`src/rtl/mode_sequencer.sv`:
```
// Front-panel mode controller: debounced button steps display sources.
// Optional auto-return to mode 0 after idle: define MODE_SEQ_AUTO_RETURN_EN.
module mode_sequencer #(
    parameter int NUM_MODES    = 3,
    parameter int DEBOUNCE_CYC = 20,
    parameter int BLANK_CYC    = 10,
    parameter int IDLE_TIMEOUT = 30000,
    localparam int MODE_W      = $clog2(NUM_MODES)
) (
    input  logic                   clk,
    input  logic                   rst,
    input  logic                   mode_btn,
    input  logic [NUM_MODES*8-1:0] seg_dat_in,
    input  logic [NUM_MODES*8-1:0] seg_com_in,
    output logic [7:0]             seg_dat,
    output logic [7:0]             seg_com,
    output logic [MODE_W-1:0]      mode_idx,
    output logic [NUM_MODES-1:0]   mode_onehot,
    output logic                   mode_change
);

    localparam int DB_W = $clog2(DEBOUNCE_CYC + 1);
    localparam int BL_W = (BLANK_CYC > 0) ? $clog2(BLANK_CYC + 1) : 1;
    localparam logic [MODE_W-1:0] LAST_MODE = MODE_W'(NUM_MODES - 1);

    logic              btn_s1;
    logic              btn_s2;
    logic              btn_db;
    logic              btn_db_q;
    logic [DB_W-1:0]   db_cnt;
    logic [BL_W-1:0]   blank_cnt;
    logic              press;
    logic              timeout;
    logic [MODE_W-1:0] mode_nxt;
    logic              change_nxt;
    logic [7:0]        chan_dat;
    logic [7:0]        chan_com;

    // Two-flop synchroniser for the raw button
    always_ff @(posedge clk or negedge rst) begin
        if (!rst) begin
            btn_s1 <= 1'b0;
            btn_s2 <= 1'b0;
        end else begin
            btn_s1 <= mode_btn;
            btn_s2 <= btn_s1;
        end
    end

    // Debounce: level follows only after DEBOUNCE_CYC stable mismatches
    always_ff @(posedge clk or negedge rst) begin
        if (!rst) begin
            db_cnt   <= '0;
            btn_db   <= 1'b0;
            btn_db_q <= 1'b0;
        end else begin
            btn_db_q <= btn_db;
            if (btn_s2 == btn_db) begin
                db_cnt <= '0;
            end else if (db_cnt == DB_W'(DEBOUNCE_CYC - 1)) begin
                btn_db <= btn_s2;
                db_cnt <= '0;
            end else begin
                db_cnt <= db_cnt + 1'b1;
            end
        end
    end

    assign press = btn_db & ~btn_db_q;

`ifdef MODE_SEQ_AUTO_RETURN_EN
    localparam int ID_W = $clog2(IDLE_TIMEOUT + 1);

    logic [ID_W-1:0] idle_cnt;

    assign timeout = (mode_idx != '0) &&
                     (idle_cnt == ID_W'(IDLE_TIMEOUT - 1));

    // Idle counter: runs only while away from mode 0 with no presses
    always_ff @(posedge clk or negedge rst) begin
        if (!rst) begin
            idle_cnt <= '0;
        end else if (press || mode_idx == '0 || timeout) begin
            idle_cnt <= '0;
        end else begin
            idle_cnt <= idle_cnt + 1'b1;
        end
    end
`else
    logic unused_idle;

    assign timeout     = 1'b0;
    assign unused_idle = |IDLE_TIMEOUT;
`endif

    // Next mode: a press advances (and beats a same-cycle timeout)
    always_comb begin
        mode_nxt   = mode_idx;
        change_nxt = 1'b0;
        if (press) begin
            mode_nxt   = (mode_idx == LAST_MODE) ? '0 : mode_idx + 1'b1;
            change_nxt = 1'b1;
        end else if (timeout) begin
            mode_nxt   = '0;
            change_nxt = 1'b1;
        end
    end

    // Mode register and change pulse
    always_ff @(posedge clk or negedge rst) begin
        if (!rst) begin
            mode_idx    <= '0;
            mode_change <= 1'b0;
        end else begin
            mode_idx    <= mode_nxt;
            mode_change <= change_nxt;
        end
    end

    // Blank counter: reloads on every mode change, then counts down
    always_ff @(posedge clk or negedge rst) begin
        if (!rst) begin
            blank_cnt <= '0;
        end else if (change_nxt) begin
            blank_cnt <= BL_W'(BLANK_CYC);
        end else if (blank_cnt != '0) begin
            blank_cnt <= blank_cnt - 1'b1;
        end
    end

    // Channel select and one-hot decode of the current mode
    always_comb begin
        chan_dat    = 8'h00;
        chan_com    = 8'hFF;
        mode_onehot = '0;
        for (int k = 0; k < NUM_MODES; k++) begin
            if (mode_idx == MODE_W'(k)) begin
                chan_dat       = seg_dat_in[8*k +: 8];
                chan_com       = seg_com_in[8*k +: 8];
                mode_onehot[k] = 1'b1;
            end
        end
    end

    // Registered display bus, forced off while blanking
    always_ff @(posedge clk or negedge rst) begin
        if (!rst) begin
            seg_dat <= 8'h00;
            seg_com <= 8'hFF;
        end else if (blank_cnt != '0) begin
            seg_dat <= 8'h00;
            seg_com <= 8'hFF;
        end else begin
            seg_dat <= chan_dat;
            seg_com <= chan_com;
        end
    end

endmodule

```
`config.mk`:
```
export PLATFORM = sky130hd
export DESIGN_NAME = mode_sequencer
export DESIGN_NICKNAME = d
export VERILOG_FILES = /design/src/rtl/mode_sequencer.sv
export SDC_FILE = /design/constraint.sdc
export NUM_CORES = 1
export LEC_CHECK = 0
export BUFFER_PORTS_ARGS = -buffer_cell sky130_fd_sc_hd__buf_2
export CORE_UTILIZATION = 49
export DETAILED_ROUTE_END_ITERATION = 10
export PLACE_DENSITY = 0.84
export SYNTH_ARGS = -nofsm -noshare
export SYNTH_HDL_FRONTEND = slang
export SYNTH_SLANG_ARGS = --single-unit
```
`constraint.sdc`:
```
create_clock -name clk -period 3 [get_ports clk]
set_input_delay 0.6 -clock clk [delete_from_list [all_inputs] [get_ports clk]]
set_output_delay 0.6 -clock clk [all_outputs]
set_load 0.1 [all_outputs]
```
==> results of run 1 <==
## per-stage QoR
step | area, um^2 | power [mW] | hold WS (ps) | setup WS, ps | cells
6_report | 1919 | 1.371 | 318.2 | 763.7 | 241
5_1_grt | 1919 | 1.441 | 361.3 | 680.0 | 241
4_1_cts | 1919 | 1.379 | 329.5 | 752.1 | 241
3_5_place_dp | 1861 | 1.132 | 334.7 | 1113 | 233
3_3_place_gp | 1861 | 1.113 | 332.0 | 1131 | 233
2_1_floorplan | 1500 | 1.022 | 304.4 | 241.5 | 135
## report_power, final
group,total (mW),internal [mW],switching [mW]
combinational,0.568,0.133,0.435
sequential,0.556,0.519,0.0369
clock,0.247,0.116,0.131
total,1.37,0.768,0.603
## worst max-delay path: stages (launching register included)
cell      delay (ps)
dfrtp_1          380
nand2b_1         280
inv_2            210
buf_2            450
## flip-flops by register name, summed over array words and instances (netlist names)
| name | count |
|---|---|
| blank_cnt | 4 |
| btn_db | 1 |
| btn_db_q | 1 |
| btn_s1 | 1 |
| btn_s2 | 1 |
| db_cnt | 5 |
| mode_change | 1 |
| mode_idx | 2 |
| seg_com | 8 |
| seg_dat | 8 |
## logic make-up after synthesis
family | count (synthesis)
AOI/OAI and AO/OA | 19
xor gates and xnor gates | 6
adders and majority gates | 2
buffers and inverters | 11
muxes | 18
DFF | 32
and+or+nand+nor | 47
## Yosys cell counts (3+ instances only)
cell | count | area, um^2
a21oi_1 | 8 | 40.04
o22ai_1 | 8 | 50.05
dfstp_2 | 8 | 210.2
dfrtp_1 | 24 | 600.6
nand2_1 | 21 | 78.83
nor2_1 | 5 | 18.77
nor3_1 | 3 | 15.01
buf_2 | 3 | 15.01
or2_1 | 7 | 43.79
inv_1 | 3 | 11.26
mux2i_1 | 8 | 80.08
mux2_2 | 10 | 112.6
xnor2_1 | 4 | 35.03
## metal layers
metal  up-vias  track usage [%]  wire (um)
met4         0            5.923          8
met1       576            25.15       1286
met3         2            6.122        224
li1        605                -          -
met2        52            38.82       1690
met5         -                0          0
## worst paths after layout
check	from	to	slack, ps	depth (start not counted)
setup / recovery	mode_idx[0]$_DFFE_PN0P_	mode_onehot[2]	760	3
hold / removal	rst	blank_cnt[1]$_DFFE_PN0P_	320	1
setup reg to reg	blank_cnt[0]$_DFFE_PN0P_	blank_cnt[0]$_DFFE_PN0P_	1330	5
hold reg to reg	btn_s1$_DFF_PN0_	btn_s2$_DFF_PN0_	360	0
max in group asynchronous	rst	db_cnt[3]$_DFF_PN0_	2250	1
min in group clk	btn_s1$_DFF_PN0_	btn_s2$_DFF_PN0_	360	0
## layout make-up
type                            count  area, um^2
Multi-Input combinational cell     92       620.6
Timing Repair Buffer               74       375.4
Tap cell                           31       38.79
Inverter                            4       15.01
Fill cell                         223       909.6
Clock buffer                        8       58.81
Sequential cell                    32       810.8
==> impl_summary.log, run 1 <==
INFO  metric run_status = finished with violations
INFO  metric failed_checks = design-rule violations
INFO  metric drv.max_cap_violation_count = 0
INFO  metric areaGrowthSynthToFinish = 28.37%
INFO  metric crit_type = flop to output port
INFO  metric first_pass_iters = 8
INFO  metric synth_enable_flop_cells = 0
INFO  metric design.core.area = approximately 2800 um^2
INFO  metric ant_nets = 0
INFO  metric cts.repair.resized = 0
INFO  metric chipWidth = 57.24 um
INFO  metric tns = 0 ps
INFO  metric synthesis.area_per_instance = between 10 and 15 um^2
INFO  metric clock_path_buffers = 2
INFO  metric grt_max_degree = 33
INFO  metric route.detailed.drc = 4
INFO  metric starting_density_of_the_core = 52.85%
INFO  metric first_global_vias = about 1.2k
INFO  metric setup_viol_count_final = 0
INFO  metric ys_warn_count = 0
INFO  metric first_pass_grt_wire_length = between 5000 and 6000 um
INFO  metric leading_cell_type_in_the_layout_fill_and_taps_excluded = buf_2
INFO  metric setup_repair_after_global_routing_missed_its_margin = no
INFO  metric row_count = 19
INFO  metric hp-class = input pin to async pin
INFO  metric drt_iter0_drc = 22
INFO  metric synth_top_family_by_area = simple AND/OR/NAND/NOR gates
INFO  metric async_flop_share = between 90% and 100%
INFO  metric antenna_cells_inserted = 0
INFO  metric cts-htree-levels = 2
INFO  metric vias_per_cell = a little over 5
INFO  metric design.die.area = about 3300 um^2
INFO  metric fmax = around 0.45 GHz
INFO  metric transition_time_at_the_pin_with_the_least_slew_margin = approximately 710 ps
INFO  metric cts.sinks = 32
INFO  metric power.density = between 700 and 800 nW/um^2
INFO  metric irDropWorstVdd = approximately 0.00041 V
INFO  metric post_cts.repair.setup_buffers = 0
INFO  metric clock_tree.root_cell = clkbuf_4
INFO  metric port_buffers = a little over 70
INFO  metric mux_contribution_to_synthesized_area = 12.89%
INFO  metric synth.distinct_cells = 30
INFO  metric fin_util = ~68%
INFO  metric die_y = 57.24 um
INFO  metric slew-limit-headroom = between 50% and 60%
INFO  metric seq_area_frac_synth = between 50% and 60%
INFO  metric power_leakage = between 0.9 and 1 nW
INFO  metric most_frequent_cells_in_the_layout = 72 x buf_2, 24 x dfrtp_1, 21 x nand2_1, 10 x mux2_2
INFO  metric ys_dominant_reg_cell = dfrtp_1
INFO  metric worstSetupEndpointType = output port
INFO  metric timing_max_transition_violations_final = 0
INFO  metric synth_compound_gate_area_share = 7.615%
INFO  metric ios = 73
INFO  metric period_minus_slack = around 2200 ps
INFO  metric clk_transition_reported_paths = about 90 ps
INFO  metric count_of_hold_buffers_inserted_by_post_cts_repair = 0
INFO  metric fin_crit_sh = between 70 and 80%
INFO  metric wl_per_cell = between 10 and 15 um
INFO  metric worst_clock_skew = about 6.4 ps
INFO  metric maximum_fanout_along_the_worst_path = 9
INFO  metric vias = 1235
INFO  metric worst_skew_pair.late_latency = between 300 and 400 ps
INFO  metric gr-usage-all-layers = a little over a fifth
INFO  metric mappedNetlistArea = ~1500 um^2
INFO  metric layout.nets = around 260
INFO  metric worst-endpoint-required = 2400 ps
INFO  metric gp_congestion = 0.8144
INFO  metric netlist_instances = 135
INFO  metric startpoint_type = flop
INFO  metric overflow = 0
INFO  metric synth-simple-area-share = about 15%
INFO  metric synth-xor-area-share = under 10%
INFO  metric half_perimeter_wire_length_after_detailed_placement = ~2500 um
INFO  metric final_hold_viol_count = 0
INFO  metric critical_path_arrival = approximately 1600 ps
INFO  metric grt_antenna_before_repair = 0
INFO  metric final_wirelength = between 3000 and 4000 um
INFO  metric yosys_register_bits = 32
INFO  metric synth_net_count = approximately 190
INFO  metric cts_made_buffers = 5
INFO  metric post_route_cells_drive_above_1_share = between 40% and 50%
INFO  metric area_share_of_fa_ha_maj_cells_after_synthesis = roughly 1.7%
INFO  metric cts_tree = done
Power figures use the tool's default switching activity.
==> inputs of run 2 (changes only) <==
--- a/config.mk
+++ b/config.mk
@@ -6,9 +6,9 @@
 export NUM_CORES = 1
 export LEC_CHECK = 0
 export BUFFER_PORTS_ARGS = -buffer_cell sky130_fd_sc_hd__buf_2
-export CORE_UTILIZATION = 49
+export CORE_UTILIZATION = 45
 export DETAILED_ROUTE_END_ITERATION = 10
-export PLACE_DENSITY = 0.84
+export PLACE_DENSITY = 0.78
 export SYNTH_ARGS = -nofsm -noshare
 export SYNTH_HDL_FRONTEND = slang
 export SYNTH_SLANG_ARGS = --single-unit
==> constraint.sdc (replaced) <==
create_clock -name clk -period 2.1 [get_ports clk]
set_input_delay 0.42 -clock clk [delete_from_list [all_inputs] [get_ports clk]]
set_output_delay 0.42 -clock clk [all_outputs]
set_load 0.1 [all_outputs]
==> run 2 against run 1 <==
Net effect: the flow now finishes without violations; via count increased by 0.65%; critical path depth decreased by 1; wire length about the same; register-to-register slack got worse by 690 ps; sequential power increased by 43%; sequential share of layout area decreased by 1.2 points; final cell count increased by 5.4%; core utilization decreased by 3.9 points; power increased by 50%; non-clock buffer count unchanged.
==> impl_summary.log, run 2 (synthesis results as in run 1) <==
INFO  metric fin_crit_sh = between 90 and 100%
INFO  metric wl_per_cell = 12.65 um (was 13.32 um)
INFO  metric power.density = 1033 nW/um^2 (was 714.3 nW/um^2)
INFO  metric row_count = 20 (was 19)
INFO  metric post_route_cells_drive_above_1_share = 50.95% (was 49.05%)
INFO  metric overflow = 0 (unchanged)
INFO  metric worst_clock_skew = 12.15 ps (was 6.395 ps)
INFO  metric power.clock.fraction = 21.6% (was 18.0%)
INFO  metric transition_time_at_the_pin_with_the_least_slew_margin = 667.7 ps (was 706.3 ps)
INFO  metric antenna_cells_inserted = 0 (unchanged)
INFO  metric count_of_hold_buffers_inserted_by_post_cts_repair = 0 (unchanged)
INFO  metric combined_buffer_and_inverter_count_along_the_critical_path = 2 (unchanged)
INFO  metric dr.max_layer_used = met4 (unchanged)
INFO  metric vias = 1243 (was 1235)
INFO  metric port_buffers = 72 (unchanged)
INFO  metric critical_path_arrival = 1590 ps (was 1640 ps)
INFO  metric finalWorstSetupSlack = 91.91 ps (was 763.7 ps)
INFO  metric cts.repair.resized = 0 (unchanged)
INFO  metric met2_wirelength = 1556 um (was 1690 um)
INFO  metric chipWidth = 59.64 um (was 57.24 um)
INFO  metric first_pass_grt_wire_length = 5223 um (was 5354 um)
INFO  metric crit_type = flop to output port (unchanged)
INFO  metric hp-class = input pin to async pin (unchanged)
INFO  metric leading_cell_type_in_the_layout_fill_and_taps_excluded = buf_2 (unchanged)
INFO  metric crit_path_top_delay_cell = dfrtp_2 (was buf_2)
INFO  metric clock_tree.root_cell = clkbuf_4 (unchanged)
INFO  metric met1_length = 1344 um (was 1286 um)
INFO  metric setup_viol_count_final = 0 (unchanged)
INFO  metric power.switching = 0.8635 mW (was 0.6032 mW)
INFO  metric fmax = ~0.5 GHz
INFO  metric placement.setup.worst_slack = 385.1 ps (was 1113 ps)
INFO  metric period_minus_slack = roughly 2000 ps
INFO  metric first_pass_iters = 4 (was 8)
INFO  metric worstSetupEndpointType = output port (unchanged)
INFO  metric post_cts.repair.setup_buffers = 0 (unchanged)
INFO  metric areaGrowthSynthToFinish = 32.80% (was 28.37%)
INFO  metric power_leakage = 0.9731 nW (was 0.9620 nW)
INFO  metric worst-endpoint-required = 1680 ps (was 2400 ps)
INFO  metric design.die.area = 3557 um^2 (was 3276 um^2)
INFO  metric gp_congestion = 0.7970 (was 0.8144)
INFO  metric fin_util = 63.99% (was 67.85%)
INFO  metric clk_transition_reported_paths = 100 ps (was 90 ps)
INFO  metric layout_top_registers = seg_com (8), seg_dat (8), db_cnt (5) (unchanged)
INFO  metric worst_skew_pair.late_latency = 320 ps (was 310 ps)
INFO  metric tns = 0 ps (unchanged)
INFO  metric dp.cells = 246 (was 233)
INFO  metric die_y = 59.64 um (was 57.24 um)
INFO  metric nFillCells = 272 (was 223)
INFO  metric starting_density_of_the_core = 48.19% (was 52.85%)
INFO  metric largest_stage_delay_worst_path = 570 ps (was 450 ps)
INFO  metric slew-limit-headroom = 55.49% (was 52.71%)
INFO  metric cellInternalPower = 1.187 mW (was 0.7677 mW)
INFO  metric run_status = finished clean (was finished with violations)
INFO  metric pwr-share-comb = 39.7% (was 41.4%)
INFO  metric half_perimeter_wire_length_after_detailed_placement = 2477 um (was 2487 um)
INFO  metric clock_path_buffers = 2 (unchanged)
INFO  metric grt_antenna_before_repair = 0 (unchanged)
INFO  metric grt_max_degree = 33 (unchanged)
INFO  metric cts-htree-levels = 2 (unchanged)
INFO  metric ant_nets = 0 (unchanged)
INFO  metric maximum_fanout_along_the_worst_path = 14 (was 9)
INFO  metric final_wirelength = 3213 um (was 3210 um)
INFO  metric timing_max_transition_violations_final = 0 (unchanged)
INFO  metric cts_made_buffers = 5 (unchanged)
INFO  metric drt_iter0_drc = 22 (unchanged)
INFO  metric irDropWorstVdd = 0.0005470 V (was 0.0004141 V)
INFO  metric most_frequent_cells_in_the_layout = 71 x buf_2, 22 x dfrtp_1, 21 x nand2_1, 10 x mux2_2 (was 72 x buf_2, 24 x dfrtp_1, 21 x nand2_1, 10 x mux2_2)
INFO  metric critical-path-top-delay-family = buffers and inverters (unchanged)
INFO  metric postPlaceCellArea = 1904 um^2 (was 1861 um^2)
INFO  metric detailroute.wirelength.met3 = 205 um (was 224 um)
INFO  metric p_seq_share = 38.7% (was 40.6%)
INFO  metric startpoint_type = flop (unchanged)
INFO  metric vias_per_cell = 4.894 (was 5.124)
INFO  metric first_global_vias = 1236 (was 1238)
INFO  metric power = 2.050 mW (was 1.371 mW)
INFO  metric cts_tree = done (unchanged)
INFO  metric post-route-cell-area = 1986 um^2 (was 1919 um^2)
INFO  metric route.detailed.drc = 0 (was 4)
INFO  metric fraction_of_power_spent_switching_nets = 42.11% (was 44.00%)
INFO  metric final_hold_viol_count = 0 (unchanged)
INFO  metric drv.max_cap_violation_count = 0 (unchanged)
INFO  metric layout.nets = 262 (unchanged)
INFO  metric worstPathCellList = buf_4, buf_2 (was nand2b_1, inv_2, buf_2)
INFO  metric design.core.area = 3103 um^2 (was 2829 um^2)
INFO  metric setup_repair_after_global_routing_missed_its_margin = no (unchanged)
INFO  metric worst_case_hold_slack = 121.8 ps (was 318.2 ps)
INFO  metric gr-usage-all-layers = 20.56% (was 21.57%)
INFO  metric post_layout_nonfiller_instances = 254 (was 241)
INFO  metric ios = 73 (unchanged)
INFO  metric cts.sinks = 32 (unchanged)
## run 2: worst paths after layout
kind	from	end	slack, ps	cells after the start
max	mode_idx[0]$_DFFE_PN0P_	mode_idx[0]	90	2
min	rst	seg_dat[7]$_DFF_PN0_	120	1
max reg2reg	blank_cnt[0]$_DFFE_PN0P_	seg_dat[6]$_DFF_PN0_	640	4
min reg2reg	btn_s1$_DFF_PN0_	btn_s2$_DFF_PN0_	360	0
max in group asynchronous	rst	mode_idx[1]$_DFFE_PN0P_	1480	1
min in group clk	mode_btn	btn_s1$_DFF_PN0_	200	1
## run 2: worst reg2reg max path: cells and delay by family, from the launching register on
kind                       cells  cell delay (ps)
AOI/OAI and AO/OA              1              180
and+or+nand+nor                1              490
buffers and inverters          1               90
adders and majority gates      1              220
DFF                            1              390
## run 2: power by group through the flow
stage / logic (mW) / registers [mW] / clock network, mW
finish: 0.814 / 0.793 / 0.443
global route: 0.867 / 0.808 / 0.483
CTS: 0.821 / 0.795 / 0.457
detailed placement: 0.820 / 0.804 / 0
global placement: 0.806 / 0.801 / 0
floorplan: 0.216 / 1.24 / 0
## run 2: routing by layer
layer / global-route usage [%] / vias to the layer above
li1: - / 607
met1: 24.15 / 574
met3: 6.550 / 10
met5: 0 / -
met2: 33.33 / 52
met4: 10.96 / 0
## run 2: layout make-up
type	instances	area, um^2	area share, %
flip-flops and latches	32	815.8	41.08
clock inverters	2	35.03	1.764
repair buffers	74	390.4	19.66
clock buffers	6	41.29	2.079
inverters	4	15.01	0.7561
multi-input cells	92	633.1	31.88
well taps	44	55.05	2.773
